File: config.mk
export PLATFORM = sky130hd
export DESIGN_NAME = serial_fa_adder
export DESIGN_NICKNAME = d
export VERILOG_FILES = /design/src/rtl/serial_fa_adder.sv
export SDC_FILE = /design/constraint.sdc
export NUM_CORES = 1
export LEC_CHECK = 0
export BUFFER_PORTS_ARGS = -buffer_cell sky130_fd_sc_hd__buf_4
export CELL_PAD_IN_SITES_DETAIL_PLACEMENT = 1
export CELL_PAD_IN_SITES_GLOBAL_PLACEMENT = 1
export CORE_ASPECT_RATIO = 1.4
export CORE_UTILIZATION = 43
export CTS_CLUSTER_DIAMETER = 50
export DETAILED_ROUTE_END_ITERATION = 8
export PLACE_DENSITY_LB_ADDON = 0.05
export RECOVER_POWER = 100
export SETUP_SLACK_MARGIN = 0.4
export SYNTH_ARGS = -nofsm -noshare
export SYNTH_HDL_FRONTEND = slang
export SYNTH_SLANG_ARGS = --single-unit
File: constraint.sdc
create_clock -name clk -period 4.05 [get_ports clk]
set_clock_uncertainty 0.15 [all_clocks]
set_input_delay 0.2025 -clock clk [delete_from_list [all_inputs] [get_ports clk]]
set_output_delay 0.2025 -clock clk [all_outputs]
set_load 0.1 [all_outputs]
File: src/rtl/serial_fa_adder.sv
// Bit-serial add controller driving an external full-adder cell, LSB first, one bit per clock.
// Optional SERIAL_SUB_EN adds a 'sub' input that selects a - b (two's complement) instead of a + b.
module serial_fa_adder #(
    parameter int unsigned WIDTH = 8,
    parameter int unsigned CNT_W = 4
) (
    input  logic             clk,
    input  logic             rst,
    input  logic             start,
    input  logic [WIDTH-1:0] a_in,
    input  logic [WIDTH-1:0] b_in,
    input  logic             cin_in,
`ifdef SERIAL_SUB_EN
    input  logic             sub,
`endif
    output logic             fa_a,
    output logic             fa_b,
    output logic             fa_cin,
    input  logic             fa_sum,
    input  logic             fa_cout,
    output logic             busy,
    output logic             done,
    output logic [WIDTH-1:0] sum_out,
    output logic             cout_out
);

    typedef enum logic [1:0] {
        S_IDLE = 2'd0,
        S_RUN  = 2'd1,
        S_DONE = 2'd2
    } state_t;

    state_t             state_q, state_d;
    logic [WIDTH-1:0]   a_sh_q, a_sh_d;
    logic [WIDTH-1:0]   b_sh_q, b_sh_d;
    logic [WIDTH-1:0]   sum_sh_q, sum_sh_d;
    logic [WIDTH-1:0]   sum_out_q, sum_out_d;
    logic               carry_q, carry_d;
    logic               cout_q, cout_d;
    logic               busy_q, done_q;
    logic [CNT_W-1:0]   cnt_q, cnt_d;
    logic               last_bit;
    logic               sub_sel;

    assign last_bit = (cnt_q == CNT_W'(WIDTH - 1));

`ifdef SERIAL_SUB_EN
    assign sub_sel = sub;
`else
    assign sub_sel = 1'b0;
`endif

    // State register
    always_ff @(posedge clk) begin
        if (rst) state_q <= S_IDLE;
        else     state_q <= state_d;
    end

    // Next-state logic; start is only honoured in IDLE
    always_comb begin
        state_d = S_IDLE;
        case (state_q)
            S_IDLE:  state_d = start ? S_RUN : S_IDLE;
            S_RUN:   state_d = last_bit ? S_DONE : S_RUN;
            S_DONE:  state_d = S_IDLE;
            default: state_d = S_IDLE;
        endcase
    end

    // FA operand drive: combinational from flops, forced low outside RUN
    always_comb begin
        fa_a   = 1'b0;
        fa_b   = 1'b0;
        fa_cin = 1'b0;
        if (state_q == S_RUN) begin
            fa_a   = a_sh_q[0];
            fa_b   = b_sh_q[0];
            fa_cin = carry_q;
        end
    end

    // Datapath next values
    always_comb begin
        a_sh_d    = a_sh_q;
        b_sh_d    = b_sh_q;
        sum_sh_d  = sum_sh_q;
        sum_out_d = sum_out_q;
        carry_d   = carry_q;
        cout_d    = cout_q;
        cnt_d     = cnt_q;
        if (state_q == S_IDLE && start) begin
            a_sh_d  = a_in;
            b_sh_d  = sub_sel ? ~b_in : b_in;
            carry_d = sub_sel ? 1'b1 : cin_in;
            cnt_d   = '0;
        end else if (state_q == S_RUN) begin
            sum_sh_d = (sum_sh_q >> 1) | {fa_sum, {(WIDTH-1){1'b0}}};
            a_sh_d   = a_sh_q >> 1;
            b_sh_d   = b_sh_q >> 1;
            carry_d  = fa_cout;
            cnt_d    = cnt_q + CNT_W'(1);
            if (last_bit) begin
                sum_out_d = sum_sh_d;
                cout_d    = fa_cout;
            end
        end
    end

    always_ff @(posedge clk) begin
        if (rst) begin
            a_sh_q    <= '0;
            b_sh_q    <= '0;
            sum_sh_q  <= '0;
            sum_out_q <= '0;
            carry_q   <= 1'b0;
            cout_q    <= 1'b0;
            cnt_q     <= '0;
            busy_q    <= 1'b0;
            done_q    <= 1'b0;
        end else begin
            a_sh_q    <= a_sh_d;
            b_sh_q    <= b_sh_d;
            sum_sh_q  <= sum_sh_d;
            sum_out_q <= sum_out_d;
            carry_q   <= carry_d;
            cout_q    <= cout_d;
            cnt_q     <= cnt_d;
            busy_q    <= (state_d == S_RUN);
            done_q    <= (state_d == S_DONE);
        end
    end

    assign busy     = busy_q;
    assign done     = done_q;
    assign sum_out  = sum_out_q;
    assign cout_out = cout_q;

endmodule

==> impl_metrics.ini, run 1 <==
[global_route]
grt_usage_pct = 18.9
grt_pass1_wl_um = 6410
grt_max_degree = 51
overflow = 0
grt_pass1_vias = 1432
antenna_found_initial = 0

[drt]
ant_nets = 0
wirelength_met1_um = 1510
wl_met2_um = 2030
wl_met3_um = 152
wire_per_inst_um = 14.1
vias_per_cell = 5.33
drt-initial-drc-count = 36
drc = 0
first_pass_iters = 4
vias = 1433
dr.max_layer_used = met4
routed_wl_um = 3790

[power_and_ir_drop]
p_leak_nw = 0.734
power_density_nw_per_um2 = 454
peakVddDrop_mv = 0.331

[setup_path]
cp_max_fo = 24
criticalPathCategory = register to output pin
cp-end-kind = output pin
required_ns = 3.70
arrival_ns = 2.52
cp-start-kind = register

[synth]
synth_edf_count = 0
ys_ff_latch = 41
synthCells = 197
synth_cell_types = 31
syn_nets = 220
yosys_warnings = 0
async_flop_share_pct = 0
ys.flop_type = dfxtp_1
synth_area_per_cell_um2 = 8.89
yosysSeqAreaShare_pct = 46.9
syn_area_um2 = 1750

[sta]
tightest_slew_ns = 2.00
drv_slew = 19
hold_viol_final = 0
finalWorstSetupSlack_ns = 1.17
rsz0062_at_grt = no
maxSlewHeadroom_pct = -33.5
holdWs_ns = 0.00621
tns_ns = 0
finalSetupViolations = 0
post-route-min-period_ns = 2.88
final.period_utilization_pct = 71.0
fmax_mhz = 348

[die]
dieArea_um2 = 4330
core_area_um2 = 3920
num_io_pins = 36
die_h_um = 77.5
initial_core_util_pct = 44.7
die_w_um = 55.9
core.rowCount = 27

[layout]
layout-drive-gt1-share_pct = 13.7
final_common_cell = dfxtp_1
final_area_um2 = 2040
layout.cells.non_filler = 269
n_antenna_cell = 0
fillers = 496
multiInputGateArea_um2 = 801
area_growth_pct = 16.4
final_cell_mix = dfxtp_1 (41), nand2_1 (29), a21oi_1 (21), buf_4 (21), nand2b_1 (20)
fin_nets = 248
seq_area_um2 = 821

[placed_design]
dpl_cell_area_um2 = 1970
pre_cts_ws_ns = 1.88
place.gp.congestion = 0.754
place.detailed.hpwl_um = 2580
port_buffers = 35
dp.cells = 260

[min_path]
hold_path.class = primary input to register

[clock_network]
cts-root-buf = clkbuf_8
insertion_delay_ns = 0.30
cts_buffer_depth = 2
path_clk_slew_ns = 0.08
post-cts-setup-buffers = 0
cts_tree = built
h-tree-depth = 2
numCtsBuffers = 5
cts_sinks = 41

[status]
violations = capacitance limit, slew limit
outcome = finished with violations

[flow_run]
cap_violations = 1
path summary, 6_finish.rpt:
check | start | endpoint | slack (ns) | cells after the start
worst max-delay path | state_q[0]$_SDFF_PP0_ | fa_a | 1.17 | 3
worst min-delay path | fa_sum | sum_sh_q[7]$_SDFFE_PP0P_ | 0.006 | 3
worst max register to register | state_q[0]$_SDFF_PP0_ | busy$_SDFF_PP0_ | 1.48 | 3
worst min register to register | a_sh_q[2]$_SDFFE_PP0P_ | a_sh_q[1]$_SDFFE_PP0P_ | 0.31 | 2
registers in the layout (all words and copies together), names as in the netlist:
name      cells
cnt_q         4
cout_out      1
sum_sh_q      7
busy          1
carry_q       1
sum_out       8
a_sh_q        8
state_q       2
done          1
b_sh_q        8
layer usage:
layer | vias up | GRT usage [%]
li1 | 718 | -
met1 | 679 | 18.7
met2 | 29 | 36.1
met3 | 7 | 4.67
met4 | 0 | 9.27
met5 | - | 0
Yosys cell counts, types with 2 or more instances:
cell type	count	area, µm²
nand3_1	3	15.0
mux2i_1	10	100
o22ai_1	3	18.8
nor2_1	17	63.8
buf_6	4	45.0
nand2_1	29	109
inv_1	2	7.51
nand3b_1	2	15.0
buf_2	4	20.0
a21oi_1	21	105
nor3_1	5	25.0
clkbuf_1	3	11.3
buf_1	2	7.51
dfxtp_1	41	821
a211oi_1	14	105
nand2b_1	20	125
and2_1	3	18.8
timing repair:
action,in CTS,in global routing
resized for setup,0,0
hold buffers,1,0
hold endpoints to repair,1,0
critical path: stages (launching register included):
cell and delay [ns]:
dfxtp_1 0.44, and2b_1 0.69, and2_1 0.22, clkbuf_1 0.87
where the power goes:
group | internal, mW | switching (mW)
clock | 0.245 | 0.144
sequential | 0.421 | 0.0113
combinational | 0.0386 | 0.0647
total | 0.705 | 0.220
per-stage QoR:
stage                     power (mW)  utilization [%]
after floorplan                0.524                -
after global placement         0.545             50.3
after detailed placement       0.550             50.3
after CTS                      0.939             54.0
after global routing           0.961             52.0
final                          0.925             52.0
logic make-up after synthesis:
family	after synthesis	share of synthesized area, %
flip-flops	41	46.9
multiplexers	10	5.72
buffers and inverters	17	5.93
AND/OR/NAND/NOR	84	24.2
adder cells (fa/ha/maj)	1	0.715
AO/OA/AOI/OAI	42	15.5
XOR/XNOR	2	1.00
layout make-up:
| cell class | instances | area share, % |
|---|---|---|
| Clock buffer | 5 | 3.38 |
| Clock inverter | 3 | 3.19 |
| Inverter | 2 | 0.369 |
| Multi-Input combinational cell | 139 | 39.3 |
| Sequential cell | 41 | 40.3 |
| Tap cell | 43 | 2.64 |
| Timing Repair Buffer | 36 | 10.8 |
No activity file was read; power rests on OpenSTA's default activity.
==> inputs of run 2 (changes only) <==
--- a/config.mk
+++ b/config.mk
@@ -5,11 +5,12 @@
 export SDC_FILE = /design/constraint.sdc
 export NUM_CORES = 1
 export LEC_CHECK = 0
+export ABC_AREA = 1
 export BUFFER_PORTS_ARGS = -buffer_cell sky130_fd_sc_hd__buf_4
 export CELL_PAD_IN_SITES_DETAIL_PLACEMENT = 1
 export CELL_PAD_IN_SITES_GLOBAL_PLACEMENT = 1
 export CORE_ASPECT_RATIO = 1.4
-export CORE_UTILIZATION = 43
+export CORE_UTILIZATION = 35
 export CTS_CLUSTER_DIAMETER = 50
 export DETAILED_ROUTE_END_ITERATION = 8
 export PLACE_DENSITY_LB_ADDON = 0.05
==> constraint.sdc (replaced) <==
create_clock -name clk -period 2.5 [get_ports clk]
set_clock_uncertainty 0.15 [all_clocks]
set_input_delay 0.125 -clock clk [delete_from_list [all_inputs] [get_ports clk]]
set_output_delay 0.125 -clock clk [all_outputs]
set_load 0.1 [all_outputs]
==> run 2 against run 1 <==
The run now ends clean; clock-buffer cell count unchanged; die area increased by 29%; critical path depth unchanged; synthesized area increased by 6.0%; register-to-register slack got worse by 0.90 ns; setup slack got worse by 0.68 ns; combinational power increased by 73%; routed wire length increased by 22%; non-clock buffer count increased by 5; critical path type unchanged.
==> impl_metrics.ini, run 2 <==
[sta]
finalWorstSetupSlack_ns = 0.497
tightest_slew_ns = 1.17
drv_slew = 0
final.period_utilization_pct = 80.1
rsz0062_at_grt = no
post-route-min-period_ns = 2.00
hold_viol_final = 0
maxSlewHeadroom_pct = 22.4
finalSetupViolations = 0
fmax_mhz = 499
tns_ns = 0

[layout]
final_cell_mix = nand2_1 (68), dfxtp_1 (41), nand3_1 (36), nor2_1 (29), inv_1 (26)
fin_nets = 315
fillers = 693
multiInputGateArea_um2 = 803
final_area_um2 = 2180
final_common_cell = nand2_1
n_antenna_cell = 0
seq_area_um2 = 821
layout-drive-gt1-share_pct = 13.4
area_growth_pct = 17.7

[clock_network]
cts_buffer_depth = 2
h-tree-depth = 2
numCtsBuffers = 5
cts-root-buf = clkbuf_8
post-cts-setup-buffers = 0
cts_tree = built
hold_buffers = 4
insertion_delay_ns = 0.29
cts-resized-gates = 0
path_clk_slew_ns = 0.09
cts_sinks = 41

[synth]
yosysSeqAreaShare_pct = 44.2
synth-simple-area-share_pct = 33.6
syn_area_um2 = 1860
async_flop_share_pct = 0
syn_nets = 282
synthTopCellsByArea = dfxtp_1 (44%), nand2_1 (14%), nand3_1 (9.7%)
synth_common_cells = nand2_1 (67), dfxtp_1 (41), nand3_1 (36)
synth_mux_area_share_pct = 0
synth_compound_area_share_pct = 9.78
synth_most_common_cell = nand2_1
yosys_warnings = 0
ys.flop_type = dfxtp_1
synth_xor_area_share_pct = 0.472
synth_cell_types = 25
synthAdderAreaFrac_pct = 0.674
synth.largest_area_cell = dfxtp_1
synth_edf_count = 0
ys_ff_latch = 41
synth_top_family_by_area = simple AND/OR/NAND/NOR gates
synth_top_area_share_pct = 44.2
synth_area_per_cell_um2 = 7.16
synthCells = 259

[power_and_ir_drop]
p_leak_nw = 0.989
peakVddDrop_mv = 0.443
power_density_nw_per_um2 = 646

[die]
dieArea_um2 = 5600
num_io_pins = 36
core_area_um2 = 5120
core.rowCount = 31
die_w_um = 63.5
die_h_um = 88.2
initial_core_util_pct = 36.2

[min_path]
hold_path.class = primary input to register
hold_start = rst
whs_path_depth = 2
min_to = a_sh_q[0]$_SDFFE_PP0P_

[status]
outcome = finished clean

[placed_design]
port_buffers = 35
place.gp.congestion = 0.731
pre_cts_ws_ns = 0.751
place.detailed.hpwl_um = 3270
dpl_cell_area_um2 = 2110

[setup_path]
required_ns = 2.23
arrival_ns = 1.73
cp_max_fo = 16
cp-end-kind = output pin
reg2regPathDepth = 4
criticalPathCategory = register to output pin
cp_slowest_cell = dfxtp_1
path_cells = nand2_4, nor2_1, clkbuf_2
slowest_delay_ns = 0.62
r2r-end = cnt_q[0]$_SDFFE_PP0N_
r2r_slack_ns = 0.58
cp-start-kind = register
r2r_start = state_q[0]$_SDFF_PP0_

[drt]
routed_wl_um = 4630
vias_per_cell = 4.75
wire_per_inst_um = 12.9
first_pass_iters = 3
ant_nets = 0
vias = 1702
drc = 0
drt-initial-drc-count = 82

[global_route]
antenna_found_initial = 0
grt_max_degree = 25
grt_pass1_vias = 1680
overflow = 0
grt_usage_pct = 18.3
grt_pass1_wl_um = 7920

[flow_run]
cap_violations = 0
## run 2: how the worst max path moves through the flow
stage               cells past startpoint                     to  slack (ns)                   from
finish                                  3                 fa_cin        0.50  state_q[0]$_SDFF_PP0_
detailed placement                      6  cnt_q[3]$_SDFFE_PP0N_        0.75  state_q[0]$_SDFF_PP0_
global placement                        6  cnt_q[3]$_SDFFE_PP0N_        0.79  state_q[0]$_SDFF_PP0_
CTS                                     3                 fa_cin        0.60  state_q[0]$_SDFF_PP0_
global route                            4  cnt_q[0]$_SDFFE_PP0N_        0.35  state_q[0]$_SDFF_PP0_
floorplan                               4                   fa_a        0.28  state_q[1]$_SDFF_PP0_
## run 2: cell type report
type                            count  area share [%]
Clock buffer                        5            3.15
Clock inverter                      2            1.60
Inverter                           27            4.76
Multi-Input combinational cell    176            36.8
Sequential cell                    41            37.6
Tap cell                           66            3.78
Timing Repair Buffer               41            12.3
## run 2: critical path: cells and delay by family (launching register included)
| kind | cells | cell delay, ns |
|---|---|---|
| flip-flops | 1 | 0.62 |
| AND/OR/NAND/NOR | 2 | 0.35 |
| buffers and inverters | 1 | 0.46 |
## run 2: through the flow
| stage | hold WS [ns] | std cells | power [mW] | utilization (%) |
|---|---|---|---|---|
| after global routing | 0.0189 | 358 | 1.48 | 42.6 |
| final | 0.0206 | 358 | 1.41 | 42.6 |
| after floorplan | 0.118 | 259 | 0.849 | - |
| after detailed placement | 0.229 | 347 | 0.903 | 41.3 |
| after global placement | 0.226 | 347 | 0.901 | 41.3 |
| after CTS | 0.0140 | 358 | 1.44 | 44.1 |
## run 2: metal layers
metal / share of wire, % / GRT usage (%)
met5: 0 / 0
met4: 1.3 / 6.82
met3: 3.3 / 4.17
met2: 51 / 32.6
met1: 45 / 21.2
## run 2: cell families after synthesis
kind of cell,count (synthesis)
xor gates and xnor gates,1
adders and majority gates,1
and+or+nand+nor,140
DFF,41
AOI/OAI and AO/OA,34
buffers and inverters,42
## run 2: power by group
part	switching [mW]	total [mW]	internal, mW
clock	0.233	0.524	0.291
combinational	0.112	0.178	0.0661
sequential	0.0229	0.708	0.685
==> inputs of run 3 (changes only) <==
--- a/config.mk
+++ b/config.mk
@@ -10,7 +10,7 @@
 export CELL_PAD_IN_SITES_DETAIL_PLACEMENT = 1
 export CELL_PAD_IN_SITES_GLOBAL_PLACEMENT = 1
 export CORE_ASPECT_RATIO = 1.4
-export CORE_UTILIZATION = 35
+export CORE_UTILIZATION = 38
 export CTS_CLUSTER_DIAMETER = 50
 export DETAILED_ROUTE_END_ITERATION = 8
 export PLACE_DENSITY_LB_ADDON = 0.05
==> constraint.sdc (replaced) <==
create_clock -name clk -period 1.9 [get_ports clk]
set_clock_uncertainty 0.15 [all_clocks]
set_input_delay 0.095 -clock clk [delete_from_list [all_inputs] [get_ports clk]]
set_output_delay 0.095 -clock clk [all_outputs]
set_load 0.1 [all_outputs]
==> run 3 against run 2 <==
The flow now finishes with violations (hold timing); power rose by 24%; worst hold slack got worse by 0.021 ns; sequential share of layout area fell by 2.0 points; global-route usage rose by 1.5 points; combinational power rose by 46%; via count rose by 1.8%; routed wire length rose by 2.7%; sequential cell count did not move; cell count rose by 1.1%; clock-buffer cell count did not move; non-clock buffer count rose by 5.
==> impl_metrics.ini, run 3 (synthesis gave the netlist of run 2 again) <==
[die]
die_w_um = 61.1
dieArea_um2 = 5170
core.rowCount = 29
initial_core_util_pct = 40.3
num_io_pins = 36
core_area_um2 = 4610
die_h_um = 84.7

[clock_network]
cts_buffer_depth = 2
cts_tree = built
insertion_delay_ns = 0.29
path_clk_slew_ns = 0.08
h-tree-depth = 2
numCtsBuffers = 5
cts-root-buf = clkbuf_8
cts_sinks = 41

[setup_path]
cp-start-kind = primary input
required_ns = 1.98
cp_max_fo = 24
r2r_start = state_q[0]$_SDFF_PP0_
setup.worst_path.end = sum_sh_q[1]$_SDFFE_PP0P_
arrival_ns = 1.61
r2r-end = a_sh_q[1]$_SDFFE_PP0P_
crit_start = rst
criticalPathCategory = primary input to register
reg2regPathDepth = 3
r2r_slack_ns = 0.38
cp-end-kind = register

[min_path]
hold_start = cin_in
hold_path.class = primary input to register

[sta]
finalSetupViolations = 0
tightest_slew_ns = 0.733
tns_ns = 0
holdWs_ns = -0.000693
maxSlewHeadroom_pct = 51.1
post-route-min-period_ns = 1.53
final.period_utilization_pct = 80.4
fmax_mhz = 654
drv_slew = 0
rsz0062_at_grt = no
hold_viol_final = 1

[drt]
drc = 0
ant_nets = 0
vias = 1732
first_pass_iters = 2
routed_wl_um = 4760
vias_per_cell = 4.78
wire_per_inst_um = 13.1
drt-initial-drc-count = 57

[layout]
fin_nets = 322
final_common_cell = nand2_1
layout-drive-gt1-share_pct = 20.3
n_antenna_cell = 0
seq_area_um2 = 826
final_cell_mix = nand2_1 (68), dfxtp_1 (39), nand3_1 (36), inv_1 (26), nor2_1 (26)
multiInputGateArea_um2 = 861
fillers = 616
area_growth_pct = 25.2

[flow_run]
cap_violations = 0

[global_route]
grt_usage_pct = 19.8
grt_pass1_vias = 1733
overflow = 0
grt_max_degree = 25
antenna_found_initial = 0
grt_pass1_wl_um = 7690

[status]
violations = hold timing
outcome = finished with violations

[power_and_ir_drop]
p_leak_nw = 1.07
power_density_nw_per_um2 = 752
peakVddDrop_mv = 0.503

[placed_design]
port_buffers = 35
place.detailed.hpwl_um = 3180
place.gp.congestion = 0.792
## run 3: cell count changes in the layout (fill, tap and decap cells not counted), sizes merged
cell,delta
buf,+5
bufinv,-1
clkbuf,-2
clkinv,+1
clkinvlp,+1
dlygate4sd3,+2
nor2,+2
## run 3: final cells by class
cell class	instances	share of cell area (%)
clock buffer	5	2.96
sequential	41	35.6
inverter	27	4.47
multi-input combinational	178	37.1
timing repair buffer	46	15.8
clock inverter	3	0.754
tap	62	3.34
## run 3: routing by layer
metal  GRT usage, %  vias to the layer above  wire, µm
li1               -                      897         -
met4           6.82                        0        68
met3           3.70                        5       111
met5              0                        -         0
met1           23.5                      804      2140
met2           34.2                       26      2440
## run 3: where the power goes
group / leakage [nW] / internal [mW] / switching, mW
sequential: 0.337 / 0.901 / 0.0272
clock: 0.0439 / 0.254 / 0.306
combinational: 0.691 / 0.101 / 0.159
total: 1.07 / 1.26 / 0.492
## run 3: worst min-delay path by stage
stage / cells past startpoint / endpoint / slack [ns]
after floorplan: 2 / a_sh_q[7]$_SDFFE_PP0P_ / 0.09
final: 5 / carry_q$_SDFFE_PP0P_ / -0.0007
after global placement: 3 / sum_out[7]$_SDFFE_PP0P_ / 0.19
after CTS: 5 / a_sh_q[0]$_SDFFE_PP0P_ / 0.003
after global routing: 5 / carry_q$_SDFFE_PP0P_ / 0.03
after detailed placement: 3 / sum_out[7]$_SDFFE_PP0P_ / 0.19
## run 3: metrics by stage
stage               worst slack, ns  total power, mW  std cells  utilization (%)  instance area [µm²]
floorplan                     0.184             1.12        259                -                 1860
global route                  0.202             1.84        362             50.4                 2320
finish                        0.372             1.75        362             50.4                 2320
detailed placement            0.398             1.19        345             46.2                 2130
CTS                           0.411             1.77        360             50.9                 2340
global placement              0.449             1.19        345             46.2                 2130
## run 3: repair_timing
action                     in CTS  in global routing
setup endpoints to repair       4                 32
setup buffers                   1                  0
hold buffers                    6                  0
cloned                          0                  2
pin swaps                       0                  2
gates resized for setup        14                  3
hold endpoints to repair       17                  0
## run 3: critical path, stage by stage
cell           delay [ns]
dlygate4sd3_1        0.53
buf_4                0.21
inv_1                0.09
clkbuf_2             0.38
o21ai_0              0.17
a21oi_1              0.13
